File: src/rtl/fb_arbiter.sv
// Purpose : shares one single-port framebuffer SRAM between the display reader and the pixel writer.
// Latency : SRAM controls registered on the transfer edge; read data returns two edges after the read transfer.
// Backpressure: grants are combinational; reads win, but a writer eligible for MAX_WAIT edges is force-granted once.
//
// Ports:
//   clock, reset                  rising-edge clock, synchronous active-high reset
//   rdReq/rdAddr/rdGnt            display read request, address, combinational grant
//   rdValid/rdData                one-cycle read-data strobe and data
//   wrReq/wrAddr/wrData/wrGnt     writer request, address, data, combinational grant
//   vblank                        vertical blanking flag (gates writes when WR_VBLANK_ONLY=1)
//   memAddr/memWe/memWdata        registered SRAM controls
//   memRdata                      SRAM read data, valid one cycle after the address is presented
module fb_arbiter #(
    parameter int ADDR_W         = 19,
    parameter int DATA_W         = 16,
    parameter int MAX_WAIT       = 8,
    parameter int WR_VBLANK_ONLY = 0
) (
    input  logic              clock,
    input  logic              reset,
    input  logic              rdReq,
    input  logic [ADDR_W-1:0] rdAddr,
    output logic              rdGnt,
    output logic              rdValid,
    output logic [DATA_W-1:0] rdData,
    input  logic              wrReq,
    input  logic [ADDR_W-1:0] wrAddr,
    input  logic [DATA_W-1:0] wrData,
    output logic              wrGnt,
    input  logic              vblank,
    output logic [ADDR_W-1:0] memAddr,
    output logic              memWe,
    output logic [DATA_W-1:0] memWdata,
    input  logic [DATA_W-1:0] memRdata
);

    localparam logic [7:0] MAX_WAIT_C = 8'(MAX_WAIT);

    typedef enum logic {
        ST_NORMAL = 1'b0,
        ST_FORCE  = 1'b1
    } state_t;

    state_t     state;
    state_t     state_nxt;
    logic [7:0] wait_cnt;
    logic [7:0] wait_cnt_nxt;
    logic       wr_elig;
    logic       rd_xfer;
    logic       wr_xfer;
    logic       rd_tag1;   // read address presented to SRAM this cycle
    logic       rd_tag2;   // SRAM read data arrives on memRdata this cycle

    assign wr_elig = wrReq & ((WR_VBLANK_ONLY == 0) | vblank);

    // Grants, transfers, wait counter and next state.
    always_comb begin
        rdGnt        = 1'b0;
        wrGnt        = 1'b0;
        state_nxt    = state;
        wait_cnt_nxt = wait_cnt;

        if (!reset) begin
            case (state)
                ST_NORMAL: begin
                    rdGnt = rdReq;
                    wrGnt = wr_elig & ~rdReq;
                end
                ST_FORCE: begin
                    wrGnt = wr_elig;
                end
                default: begin
                    rdGnt = 1'b0;
                    wrGnt = 1'b0;
                end
            endcase
        end

        rd_xfer = rdReq & rdGnt;
        wr_xfer = wrReq & wrGnt;

        // Counter measures how long an eligible writer has gone unserved.
        if (wr_xfer || !wr_elig) begin
            wait_cnt_nxt = 8'd0;
        end else if (wait_cnt != 8'hFF) begin
            wait_cnt_nxt = wait_cnt + 8'd1;
        end

        case (state)
            ST_NORMAL: begin
                if (wait_cnt_nxt >= MAX_WAIT_C) begin
                    state_nxt = ST_FORCE;
                end
            end
            ST_FORCE: begin
                // Forced slot lasts one cycle: either the write goes or the writer lost eligibility.
                if (wr_xfer || !wr_elig) begin
                    state_nxt = ST_NORMAL;
                end
            end
            default: state_nxt = ST_NORMAL;
        endcase
    end

    always_ff @(posedge clock) begin
        if (reset) begin
            state    <= ST_NORMAL;
            wait_cnt <= 8'd0;
        end else begin
            state    <= state_nxt;
            wait_cnt <= wait_cnt_nxt;
        end
    end

    // SRAM control registers and read-return pipeline.
    always_ff @(posedge clock) begin
        if (reset) begin
            memAddr  <= '0;
            memWe    <= 1'b0;
            memWdata <= '0;
            rd_tag1  <= 1'b0;
            rd_tag2  <= 1'b0;
            rdValid  <= 1'b0;
            rdData   <= '0;
        end else begin
            memWe   <= wr_xfer;
            rd_tag1 <= rd_xfer;
            rd_tag2 <= rd_tag1;
            rdValid <= rd_tag2;
            if (rd_xfer) begin
                memAddr <= rdAddr;
            end else if (wr_xfer) begin
                memAddr  <= wrAddr;
                memWdata <= wrData;
            end
            if (rd_tag2) begin
                rdData <= memRdata;
            end
        end
    end

endmodule

File: config.mk
export PLATFORM = sky130hd
export DESIGN_NAME = fb_arbiter
export DESIGN_NICKNAME = d
export VERILOG_FILES = /design/src/rtl/fb_arbiter.sv
export SDC_FILE = /design/constraint.sdc
export NUM_CORES = 1
export LEC_CHECK = 0
export ABC_CLOCK_PERIOD_IN_PS = 1500
export CORE_MARGIN = 8
export CORE_UTILIZATION = 40
export CTS_CLUSTER_DIAMETER = 60
export CTS_CLUSTER_SIZE = 8
export DETAILED_ROUTE_END_ITERATION = 10
export PLACE_DENSITY = 0.81
export SKIP_CTS_REPAIR_TIMING = 1
export SYNTH_ARGS = -nofsm -noshare
export SYNTH_HDL_FRONTEND = slang
export SYNTH_SLANG_ARGS = --single-unit
File: constraint.sdc
create_clock -name clock -period 1.5 [get_ports clock]
set_input_delay 0.3 -clock clock [delete_from_list [all_inputs] [get_ports clock]]
set_output_delay 0.3 -clock clock [all_outputs]
set_load 0.05 [all_outputs]
==> summary.txt <==
Timing
  • Clock Skew: 0.008713 ns
  • Worst-Margin Slew: 0.4183 ns
  • Final Hold Viols: 0
  • Worst setup margin: -0.09262 ns
  • Period minus WS final: 1.593 ns
  • FMAX: 627.9 MHz
  • RSZ-0062 raised after global routing: true
  • Final setup vio count: 2
  • Relative slew slack: 0.7211
  • Final hold slack: 0.4357 ns
  • Pins Over Slew Limit: 0
  • Fin crit share: 1.062
  • Setup TNS: -0.1726 ns

Setup path
  • Worst Path Buf+Inv: 2
  • Critical path's top delay family: simple AND/OR/NAND/NOR gates
  • Crit start category: register
  • WS Path Type: reg2out
  • Slowest Stage Delay on Critical Path: 0.32 ns
  • Critical path arrival: 1.29 ns
  • Critical-path top delay cell: dfxtp_2
  • Worst-path fanout max: 3
  • Endpoint class of the critical path: primary output
  • Req. time, crit path: 1.20 ns
  • CP cell instances: nand2b_4, or2_4, clkinvlp_4, buf_8

Global routing
  • First-pass GRT wire length: 12860 µm
  • Pin count of the biggest net entering global routing: 55
  • GRT Util Overall: 0.1832
  • Initial antenna violation count: 0
  • Vias in the first global route: 2679
  • Remaining Overflow, GRT: 0

Die
  • Core Area: 6241 µm²
  • Core Rows: 29
  • Die W: 95.79 µm
  • Full die area: 9175 µm²
  • Starting Density: 0.4080
  • Die Ht: 95.79 µm
  • # IOs: 130

Layout
  • Ant. Diodes: 0
  • Most frequent cells in the layout: nand2_1, clkdlybuf4s50_1, dfxtp_1
  • Nets: 497
  • Layout cells sized above 1: 0.2306
  • Area growth syn-to-layout: 83.73%
  • Util after Layout: 0.7496
  • Commonest non-fill, non-tap cell in the layout: nand2_1

Synthesis
  • Main flop type after synthesis: dfxtp_1
  • Sequential cell area fraction in the yosys report: 0.5032
  • Asr flop ratio synth: 0
  • Leading area contributor after synthesis: dfxtp_1
  • Top post-synthesis cells by area: dfxtp_1, nand2_1, nor2_1
  • Area fraction of the dominant cell type after synthesis: 0.5032
  • Mapped cell area: 2546 µm²
  • Syn Area/Cell: 8.720 µm²
  • Syn Nets: 368
  • Syn Inst Count: 292
  • Number of synthesized register bits: 64
  • Distinct cells, synth: 33
  • EDFF count, synth: 0
  • Yosys warns: 0

Place
  • DP HPWL: 6352 µm
  • Routability cong.: 0.8063
  • Port bufs: 128

Pwr
  • PwrDens: 887.8 nW/µm²
  • Final Power: 4.154 mW
  • Pleak: 1.791 nW
  • Max rail drop VDD: 0.0005135 V

CTS
  • CTS Sinks: 64
  • CTS Buffer Depth: 2
  • Htree depth: 3
  • Reg clk slew, reported paths: 0.07 ns
  • TritonCTS buffer count: 9
  • CTS tree: built
  • Clock root buffer: clkbuf_8
  • Worst skew pair latency: 0.35 ns

Route
  • Total wire length: 8352 µm
  • Pre-antenna DRT Iters: 4
  • DRC marker count from the first detailed-route iteration: 94
  • Drt drc: 0
  • DRT antenna net count: 0
  • DR WL/cell: 16.64 µm
  • Avg Vias per Cell: 5.149
  • Routed vias: 2585

Job
  • Max-Cap Viols: 0

Worst hold path
  • Type of the worst min-delay path: reg2reg

Run status
  • Failing checks: negative setup slack
  • Status: finished with violations
## cells by family after synthesis
| group | after synthesis | synth area share |
|---|---|---|
| and+or+nand+nor | 137 | 0.2251 |
| DFF | 64 | 0.5032 |
| AOI/OAI and AO/OA | 49 | 0.1509 |
| buffers and inverters | 23 | 0.04619 |
| muxes | 16 | 0.06290 |
| xor gates and xnor gates | 2 | 0.006881 |
| adders and majority gates | 1 | 0.004913 |
## path summary, 6_finish.rpt
path,slack (ns),from,cells past startpoint,end
min,0.44,rd_tag1$_SDFF_PP0_,1,rd_tag2$_SDFF_PP0_
max reg2reg,0.02,state$_SDFF_PP0_,5,memAddr[16]$_SDFFE_PP0P_
max,-0.09,state$_SDFF_PP0_,4,rdGnt
min reg2reg,0.44,rd_tag1$_SDFF_PP0_,1,rd_tag2$_SDFF_PP0_
## power by group
group | switching [mW] | internal (mW)
Combinational | 0.504 | 0.563
Sequential | 0.0821 | 1.78
Clock | 0.642 | 0.582
## stage by stage
step,area [µm²],setup slack (ns),instances
floorplan,2552,0.05045,292
global placement,4498,-0.2892,487
detailed placement,4498,-0.4002,487
CTS,4652,-0.2131,502
global route,4678,-0.1510,502
finish,4678,-0.09262,502
## cell usage after synthesis, types with 3 or more instances
| master | number |
|---|---|
| dfxtp_1 | 64 |
| a311oi_1 | 11 |
| and2_1 | 3 |
| a21oi_1 | 23 |
| clkbuf_1 | 7 |
| nand2_1 | 75 |
| buf_2 | 9 |
| a311oi_2 | 9 |
| mux2i_1 | 16 |
| nor2_1 | 43 |
## registers in the layout, summed over array words and instances, names as in the netlist
register,cells
memWe,1
state,1
memWdata,16
rd_tag1,1
rdData,16
rd_tag2,1
wait_cnt,8
rdValid,1
memAddr,19
## metal layers
metal  share of wire  global-route usage  vias up
met2            0.51              0.3131      113
met5               0                   0        -
met3           0.070             0.05382       29
met1            0.37              0.1894     1198
li1                -                   -     1245
met4           0.052              0.1293        0
## layout make-up
| class | instances | area [µm²] |
|---|---|---|
| multi-input combinational | 205 | 1164 |
| fill | 427 | 1563 |
| tap | 77 | 96.34 |
| clock inverter | 4 | 22.52 |
| sequential | 64 | 1284 |
| inverter | 2 | 11.26 |
| clock buffer | 11 | 131.4 |
| timing repair buffer | 139 | 1969 |
Power figures use the tool's default switching activity.
